### src/rtl/excess3_pkg.sv
// Shared excess-3 constants and the word-decoder state encoding.
// Latency: n/a (declarations only).
// Backpressure: n/a.
//
// Used by both the encoder and decoder sides, so the offset lives here once.
package excess3_pkg;

    localparam logic [3:0] E3_OFFSET = 4'd3;
    localparam logic [3:0] E3_MIN    = 4'h3;
    localparam logic [3:0] E3_MAX    = 4'hC;
    localparam logic [3:0] BCD_BAD   = 4'hF;

    typedef enum logic [0:0] {
        COLLECT = 1'b0,
        HOLD    = 1'b1
    } e3_state_t;

endpackage

### src/rtl/excess3_digit_decode.sv
// Single-digit excess-3 to BCD decoder with illegal-code detection.
// Latency: purely combinational, zero cycles.
// Backpressure: none; no handshake.
//
// Ports:
//   e3      : excess-3 coded digit
//   bcd     : decoded BCD digit, forced to BCD_BAD for illegal codes
//   illegal : high for codes outside E3_MIN..E3_MAX
module excess3_digit_decode
    import excess3_pkg::*;
(
    input  logic [3:0] e3,
    output logic [3:0] bcd,
    output logic       illegal
);

    always_comb begin
        illegal = (e3 < E3_MIN) || (e3 > E3_MAX);
        // Illegal codes get a recognisable non-decimal nibble so a bad digit
        // stays visible in the packed word, not just in the sticky flag.
        bcd     = illegal ? BCD_BAD : (e3 - E3_OFFSET);
    end

endmodule

### src/rtl/excess3_to_bcd_word.sv
// Streams excess-3 digits (MSD first) into a right-justified packed BCD word.
// Latency: out_valid rises on the edge after the final digit is accepted.
// Backpressure: in_ready drops while a finished word waits for out_ready.
//
// Ports:
//   clk, rst_n         : clock, synchronous active-low reset
//   in_valid/in_ready  : digit handshake; in_e3 digit, in_last ends the word
//   out_valid/out_ready: word handshake
//   out_bcd            : packed BCD word, digit 0 (last received) in [3:0]
//   out_ndig           : digits in this word (1..NDIGITS)
//   out_err            : some digit in this word was an illegal excess-3 code
module excess3_to_bcd_word
    import excess3_pkg::*;
#(
    parameter  int NDIGITS = 4,
    localparam int CW      = $clog2(NDIGITS + 1)
) (
    input  logic                   clk,
    input  logic                   rst_n,
    input  logic                   in_valid,
    output logic                   in_ready,
    input  logic [3:0]             in_e3,
    input  logic                   in_last,
    output logic                   out_valid,
    input  logic                   out_ready,
    output logic [4*NDIGITS-1:0]   out_bcd,
    output logic [CW-1:0]          out_ndig,
    output logic                   out_err
);

    localparam int WW = 4 * NDIGITS;

    e3_state_t         state_q, state_d;
    logic [WW-1:0]     acc_q, acc_d;
    logic [CW-1:0]     cnt_q, cnt_d;
    logic              err_q, err_d;
    logic [WW-1:0]     out_bcd_q, out_bcd_d;
    logic [CW-1:0]     out_ndig_q, out_ndig_d;
    logic              out_err_q, out_err_d;

    logic [3:0]        dec_bcd;
    logic              dec_illegal;
    logic [WW-1:0]     acc_shift;

    excess3_digit_decode u_decode (
        .e3      (in_e3),
        .bcd     (dec_bcd),
        .illegal (dec_illegal)
    );

    // New digit enters at the bottom so a short word ends up right-justified
    // with zero upper nibbles (the accumulator starts cleared).
    assign acc_shift = (acc_q << 4) | WW'(dec_bcd);

    always_comb begin
        state_d    = state_q;
        acc_d      = acc_q;
        cnt_d      = cnt_q;
        err_d      = err_q;
        out_bcd_d  = out_bcd_q;
        out_ndig_d = out_ndig_q;
        out_err_d  = out_err_q;

        case (state_q)
            COLLECT: begin
                if (in_valid) begin
                    acc_d = acc_shift;
                    cnt_d = cnt_q + CW'(1);
                    err_d = err_q | dec_illegal;
                    // A full word closes itself whether or not in_last is set.
                    if (in_last || (cnt_q == CW'(NDIGITS - 1))) begin
                        out_bcd_d  = acc_shift;
                        out_ndig_d = cnt_q + CW'(1);
                        out_err_d  = err_q | dec_illegal;
                        state_d    = HOLD;
                    end
                end
            end
            HOLD: begin
                // Output fields stay as-is after the handshake; only
                // out_valid (the state) drops.
                if (out_ready) begin
                    acc_d   = '0;
                    cnt_d   = '0;
                    err_d   = 1'b0;
                    state_d = COLLECT;
                end
            end
            default: begin
                state_d = COLLECT;
            end
        endcase
    end

    always_ff @(posedge clk) begin
        if (!rst_n) begin
            state_q    <= COLLECT;
            acc_q      <= '0;
            cnt_q      <= '0;
            err_q      <= 1'b0;
            out_bcd_q  <= '0;
            out_ndig_q <= '0;
            out_err_q  <= 1'b0;
        end else begin
            state_q    <= state_d;
            acc_q      <= acc_d;
            cnt_q      <= cnt_d;
            err_q      <= err_d;
            out_bcd_q  <= out_bcd_d;
            out_ndig_q <= out_ndig_d;
            out_err_q  <= out_err_d;
        end
    end

    // Handshake flags decode straight from the state flop: no in-to-out path.
    assign in_ready  = (state_q == COLLECT);
    assign out_valid = (state_q == HOLD);
    assign out_bcd   = out_bcd_q;
    assign out_ndig  = out_ndig_q;
    assign out_err   = out_err_q;

endmodule

### config.mk
export PLATFORM = sky130hd
export DESIGN_NAME = excess3_to_bcd_word
export DESIGN_NICKNAME = d
export VERILOG_FILES = /design/src/rtl/excess3_pkg.sv /design/src/rtl/excess3_digit_decode.sv /design/src/rtl/excess3_to_bcd_word.sv
export SDC_FILE = /design/constraint.sdc
export NUM_CORES = 1
export LEC_CHECK = 0
export BUFFER_PORTS_ARGS = -buffer_cell sky130_fd_sc_hd__buf_2
export CAP_MARGIN = 20
export CORE_MARGIN = 1
export CORE_UTILIZATION = 56
export CTS_BUF_LIST = sky130_fd_sc_hd__clkbuf_4
export DETAILED_ROUTE_END_ITERATION = 6
export MAX_ROUTING_LAYER = met4
export PLACE_DENSITY = 0.84
export SETUP_SLACK_MARGIN = 0.15
export SYNTH_ARGS = -nofsm -noshare
export SYNTH_HDL_FRONTEND = slang
export SYNTH_SLANG_ARGS = --single-unit
### constraint.sdc
create_clock -name clk -period 1.9 [get_ports clk]
set_input_delay 0.095 -clock clk [delete_from_list [all_inputs] [get_ports clk]]
set_output_delay 0.095 -clock clk [all_outputs]
set_load 0.01 [all_outputs]
==> reports/results.ini, run 1 <==
[floorplanning]
core_sq_mm = 0.00252
rows = 18
die_y_um = 53.9
num_io_pins = 31
start_util = 0.599
die_w_um = 53.9
die_area_sq_mm = 0.00291

[drt]
route.detailed.drc = 0
drt_iter0_drc = 19
dr.pass1.iters = 4
viasPerCell = 5.35
ant_nets = 0
wl_per_cell_um = 11.8
routed_wl_um = 2660
vias = 1204

[cells_and_area]
multiInputGateArea_sq_um = 689
fillers = 208
diodes = 0
area_delta_synth_final_pct = 13.3
final_nets = 207
drive_gt1_frac = 0.226
design_area_sq_mm = 0.00171
seqCellArea_sq_um = 741

[clock_tree]
htree_levels = 2
cts_made_buffers = 5
cts.sinks = 37
clk_latency_ps = 340
cts_tree = yes
path_clk_slew_ps = 110
clk_path_buf_depth = 2
cts-root-buf = clkbuf_4

[place]
postPlaceCellArea_sq_mm = 0.00165
io_buffers = 30
hpwlAfterDp_um = 1840
place.gp.congestion = 0.780
preCtsSetupSlack_ps = 172

[yosys]
ys_warn_count = 0
synth-seq-cells = 37
synthesis.area_sq_mm = 0.00151
synth_nets = 178
syn_inst = 165
ys_seq_area_frac = 0.490
synth_cell_types = 30
syn_area_per_cell_sq_um = 9.15

[worst_setup_path]
cp_data_arrival_time_ps = 1770
cp.required_ps = 2160
endpoint_kind = flop
critPathLaunchType = flop
cp_max_fo = 15
worstSetupPathType = reg2reg

[timing]
rsz0062_at_grt = no
worst_pin_slew_ps = 502
hold_violations = 0
min_period_ps = 1510
finalSetupViolCount = 0
setup_tns_ps = 0
clock_skew_ps = 13.2
fin_ws_ps = 391
clock.fmax_mhz = 663
finalCritPeriodShare = 0.794
slew_headroom = 0.666
slew_violations = 0

[global_routing]
overflow = 0
grt_pass1_wl_um = 4550
grt_max_degree = 39
grt_pass1_vias = 1033
grt.total_usage = 0.228
antenna_found_initial = 0

[worst_hold_path]
hold_class = in2reg

[pwr]
power_leakage_nw = 0.721
p_per_area_mw_per_mm2 = 820
ir_drop_uv = 606

[outcome]
status = finished clean

[run]
cap_violations = 0

## placed cells by master, fill, tap and decap left out, types with 3 or more instances in the layout
master    synthesis  layout
dfxtp_1          37      37
nand2_1          33      33
buf_2             2      30
a21boi_0         15      15
nor2b_1          14      14
a22oi_1          12      12
inv_1             6       6
o21ai_0           6       6
clkbuf_4          0       6
nor2_1            4       4
ha_1              4       4
nand2b_1          3       3
nand3_1           3       3
## synth_stat cells (all sizes together)
library cell	number	area, sq um
inv	6	22.5
o21ai	7	46.3
o21a	2	15.0
a21o	1	7.51
o211a	1	10.0
a22oi	12	90.1
a211oi	1	7.51
a21boi	16	120
nor3	2	10.0
nand3	3	15.0
o31ai	1	7.51
and2	1	6.26
clkbuf	4	15.0
nand2b	3	18.8
nor2b	15	96.3
mux2i	1	10.0
ha	4	50.1
nand2	33	124
dfxtp	37	741
nor2	4	15.0
a31oi	1	6.26
or3	1	6.26
a21oi	3	26.3
buf	6	43.8
## cell families (layout without fill, tap and decap cells)
kind of cell,after synthesis,count (layout),share of synthesized area
multiplexers,1,1,0.00663
AND/OR/NAND/NOR,62,62,0.193
adder cells (fa/ha/maj),4,4,0.0331
AO/OA/AOI/OAI,45,45,0.223
buffers and inverters,16,46,0.0538
flip-flops,37,37,0.490
## path summary, 6_finish.rpt
kind / start / endpoint / slack (ps) / cells after the start
max: cnt_q[0] / out_bcd[11] / 390 / 6
min: in_e3[3] / acc_q[3] / 120 / 3
max reg2reg: cnt_q[0] / out_bcd[11] / 390 / 6
min reg2reg: out_bcd[3] / out_bcd[3] / 460 / 2
## report_power, final
group | leakage (nW) | internal (mW) | switching (mW)
Sequential | 0.301 | 0.809 | 0.0220
Combinational | 0.385 | 0.0704 | 0.0975
Clock | 0.0354 | 0.155 | 0.248
## through the flow
stage / hold WS (ps) / total power [mW] / utilization / std cells
after CTS: 118 / 1.41 / 0.678 / 225
final: 122 / 1.40 / 0.678 / 225
after detailed placement: 453 / 1.02 / 0.656 / 217
after floorplan: 316 / 0.968 / - / 165
after global routing: 145 / 1.47 / 0.678 / 225
after global placement: 442 / 1.01 / 0.656 / 217
## timing repair
| action | 4_1_cts | 5_1_grt |
|---|---|---|
| hold buffers | 0 | 0 |
| buffers inserted | 0 | 0 |
| setup endpoints to repair | 2 | 0 |
| resized for setup | 1 | 0 |
## layer usage
layer	track usage	part of all wire	vias up
li1	-	-	613
met1	0.280	0.48	550
met2	0.354	0.46	33
met3	0.0508	0.046	8
met4	0.105	0.018	0
met5	-	0	-
## flip-flops by register name, indices dropped and copies added, names as in the netlist
name,cells
out_bcd,16
acc_q,12
cnt_q,3
out_ndig,3
err_q,1
out_err,1
out_valid,1
## area by class of cell
type,instances,share of cell area
flip-flops and latches,37,0.433
multi-input cells,112,0.403
repair buffers,32,0.0966
clock buffers,6,0.0263
well taps,30,0.0219
inverters,6,0.0132
clock inverters,2,0.00585
## worst max-delay path, cell delays in order, from the launching register on
cell      delay (ps)
dfxtp_1          340
ha_1             200
ha_1             220
o21ai_4          210
buf_4            240
nand2_1           60
a21boi_0         160
Power figures use the tool's default switching activity.
==> run 2: changes to the inputs <==
--- a/config.mk
+++ b/config.mk
@@ -5,6 +5,7 @@
 export SDC_FILE = /design/constraint.sdc
 export NUM_CORES = 1
 export LEC_CHECK = 0
+export ABC_AREA = 1
 export BUFFER_PORTS_ARGS = -buffer_cell sky130_fd_sc_hd__buf_2
 export CAP_MARGIN = 20
 export CORE_MARGIN = 1
==> constraint.sdc (replaced) <==
create_clock -name clk -period 1.45 [get_ports clk]
set_input_delay 0.0725 -clock clk [delete_from_list [all_inputs] [get_ports clk]]
set_output_delay 0.0725 -clock clk [all_outputs]
set_load 0.01 [all_outputs]
==> run 2 against run 1 <==
Net effect: total power increased by 55%; final cell count increased by 18%; cell area increased by 9.1%; clock-buffer cell count unchanged; critical endpoint is now out_ndig[1]; highest routed layer unchanged.
==> reports/results.ini, run 2 <==
[floorplanning]
core_sq_mm = 0.00252  ; unchanged
start_util = 0.608  ; +0.00893
die_area_sq_mm = 0.00295  ; +1.4%
rows = 18  ; unchanged
die_w_um = 54.3  ; +0.71%
num_io_pins = 31  ; unchanged
die_y_um = 54.3  ; +0.71%

[timing]
min_period_ps = 1270  ; -240 ps
finalSetupViolCount = 0  ; unchanged
finalCritPeriodShare = 0.876  ; +0.0813
hold_violations = 0  ; unchanged
clock_skew_ps = 12.3  ; -0.919 ps
rsz0062_at_grt = yes
slew_headroom = 0.815  ; +0.149
slew_violations = 0  ; unchanged
setup_tns_ps = 0  ; unchanged
worst_pin_slew_ps = 278  ; -224 ps
clock.fmax_mhz = 788  ; +19%

[yosys]
ys_seq_area_frac = 0.483  ; -0.00721
synthesis.area_sq_mm = 0.00153  ; +1.5%
ys_top_cells_by_count = nor2_1, dfxtp_1, nand2_1, o21ai_0, a21oi_1
synth_nets = 210  ; +18%
synth.most_common_cell = nor2_1
synth_cell_types = 22  ; -27%
syn_inst = 197  ; +19%
yosys.area.top_type = dfxtp_1
synth_top_area_share = 0.483  ; -0.00721
ys.flop_type = dfxtp_1
syn_area_per_cell_sq_um = 7.78  ; -15%
synth_async_sr_flop_share = 0  ; unchanged
synth_edf_count = 0  ; unchanged
synth-seq-cells = 37  ; unchanged
ys_warn_count = 0  ; unchanged
ys_top_cells_by_area = dfxtp_1, nor2_1, nand2_1

[clock_tree]
cts_tree = yes
htree_levels = 2  ; unchanged
cts-root-buf = clkbuf_4
cts.sinks = 37  ; unchanged
clk_latency_ps = 350  ; about the same
cts_made_buffers = 5  ; unchanged
path_clk_slew_ps = 110  ; about the same
clk_path_buf_depth = 2  ; unchanged
ctsHoldBuffers = 0  ; unchanged

[global_routing]
antenna_found_initial = 0  ; unchanged
grt_pass1_vias = 1092  ; +5.7%
grt_pass1_wl_um = 5000  ; +9.9%
overflow = 0  ; unchanged
grt_max_degree = 21  ; -46%
grt.total_usage = 0.261  ; +0.0326

[worst_setup_path]
slowest_stage = dfxtp_2
cp_max_fo = 5  ; -10
cp_data_arrival_time_ps = 1510  ; -260 ps
endpoint_kind = flop
cpPeakStageDelay_ps = 370  ; +30 ps
startpoint = cnt_q[0]
path_cells = ha_4, ha_4, inv_4, nand2_4, nand2_2, o21ai_0, nor2_1
worstSetupPathType = reg2reg
crit_top_cell = ha_4
cp.required_ps = 1690  ; -470 ps
critPathLaunchType = flop
r2r_start = cnt_q[0]

[cells_and_area]
final_nets = 247  ; +19%
final_common_cell = nor2_1
seqCellArea_sq_um = 743  ; +0.34%
fillers = 216  ; +3.8%
drive_gt1_frac = 0.272  ; +0.0467
final_util = 0.740  ; +0.0620
largest_reg_flops = 16  ; unchanged
diodes = 0  ; unchanged
design_area_sq_mm = 0.00187  ; +9.1%
final_cell_mix = nor2_1, dfxtp_1, nand2_1, buf_2, o21ai_0
multiInputGateArea_sq_um = 727  ; +5.4%
area_delta_synth_final_pct = 21.8

[outcome]
status = finished clean

[place]
place.gp.congestion = 0.847  ; +8.7%
postPlaceCellArea_sq_mm = 0.00168  ; +1.5%
hpwlAfterDp_um = 2120  ; +15%
io_buffers = 30  ; unchanged

[drt]
dr.pass1.iters = 4  ; unchanged
viasPerCell = 5.15  ; -3.7%
route.detailed.drc = 0  ; unchanged
drt_iter0_drc = 56  ; +37
wl_per_cell_um = 13.5  ; +15%
ant_nets = 0  ; unchanged
routed_wl_um = 3590  ; +35%
vias = 1366  ; +13%

[run]
cap_violations = 0  ; unchanged

[pwr]
power_leakage_nw = 0.866  ; +20%
p_switching_mw = 0.586  ; +59%
p_per_area_mw_per_mm2 = 1170  ; +42%
power_frac_clock = 0.326  ; +0.038
ir_drop_uv = 1200  ; +99%
p_seq_frac = 0.514  ; -0.079
intPower_mw = 1.59  ; +54%
pwr-share-comb = 0.160  ; +0.040
switching_share = 0.269  ; +0.00642

[worst_hold_path]
hold_class = in2reg
hp-start = rst_n

[run 2: per-layer routing]
metal	vias to the layer above	track usage	part of all wire
met5	-	-	0
met4	0	0.124	0.018
met3	6	0.0778	0.063
met2	53	0.423	0.49
met1	611	0.292	0.43
li1	696	-	-
[run 2: power by group through the flow]
stage | Combinational [mW] | Clock [mW] | Sequential (mW)
2_1_floorplan | 0.196 | 0 | 1.15
3_3_place_gp | 0.294 | 0 | 1.13
3_5_place_dp | 0.302 | 0 | 1.14
4_1_cts | 0.312 | 0.719 | 1.12
5_1_grt | 0.388 | 0.754 | 1.13
6_report | 0.349 | 0.711 | 1.12
[run 2: final timing paths]
check             cells after the start           to  slack [ps]
setup reg to reg                      7  out_ndig[1]         180
hold / removal                        3     acc_q[2]          40
hold reg to reg                       2     cnt_q[2]         470
setup / recovery                      7  out_ndig[1]         180
[run 2: logic make-up (layout without fill, tap and decap cells)]
family,count (synthesis),count (layout),synth area share
compound gates,40,40,0.140
buf+inv,27,62,0.0955
fa+ha+maj,4,4,0.0327
simple gates,89,92,0.248
flops,37,37,0.483
[run 2: cell type report]
type,count,share of cell area
clock inverter,2,0.0181
timing repair buffer,36,0.109
tap,30,0.0201
inverter,18,0.0416
multi-input combinational,136,0.389
clock buffer,6,0.0241
sequential,37,0.398
[run 2: metrics by stage]
step | hold slack (ps) | total power [mW] | worst slack [ps] | instances
CTS | 29.4 | 2.15 | 137 | 261
global route | 43.2 | 2.27 | 112 | 265
floorplan | 263 | 1.35 | 176 | 197
detailed placement | 395 | 1.44 | 79.5 | 252
global placement | 387 | 1.43 | 134 | 252
finish | 38.4 | 2.18 | 180 | 265
[run 2: critical path: cells and delay by family (launching register included)]
kind                       cells  cell delay (ps)
and+or+nand+nor                3              270
AOI/OAI and AO/OA              1              220
buffers and inverters          1               40
adders and majority gates      2              270
DFF                            1              370
[run 2: what timing repair did]
item / in CTS / in global routing
gates resized for setup: 5 / 17
buffers inserted: 0 / 1
pin swaps: 1 / 4
cloned: 1 / 3
endpoints found under the setup margin: 20 / 22
endpoints found under the hold margin: 0 / 0
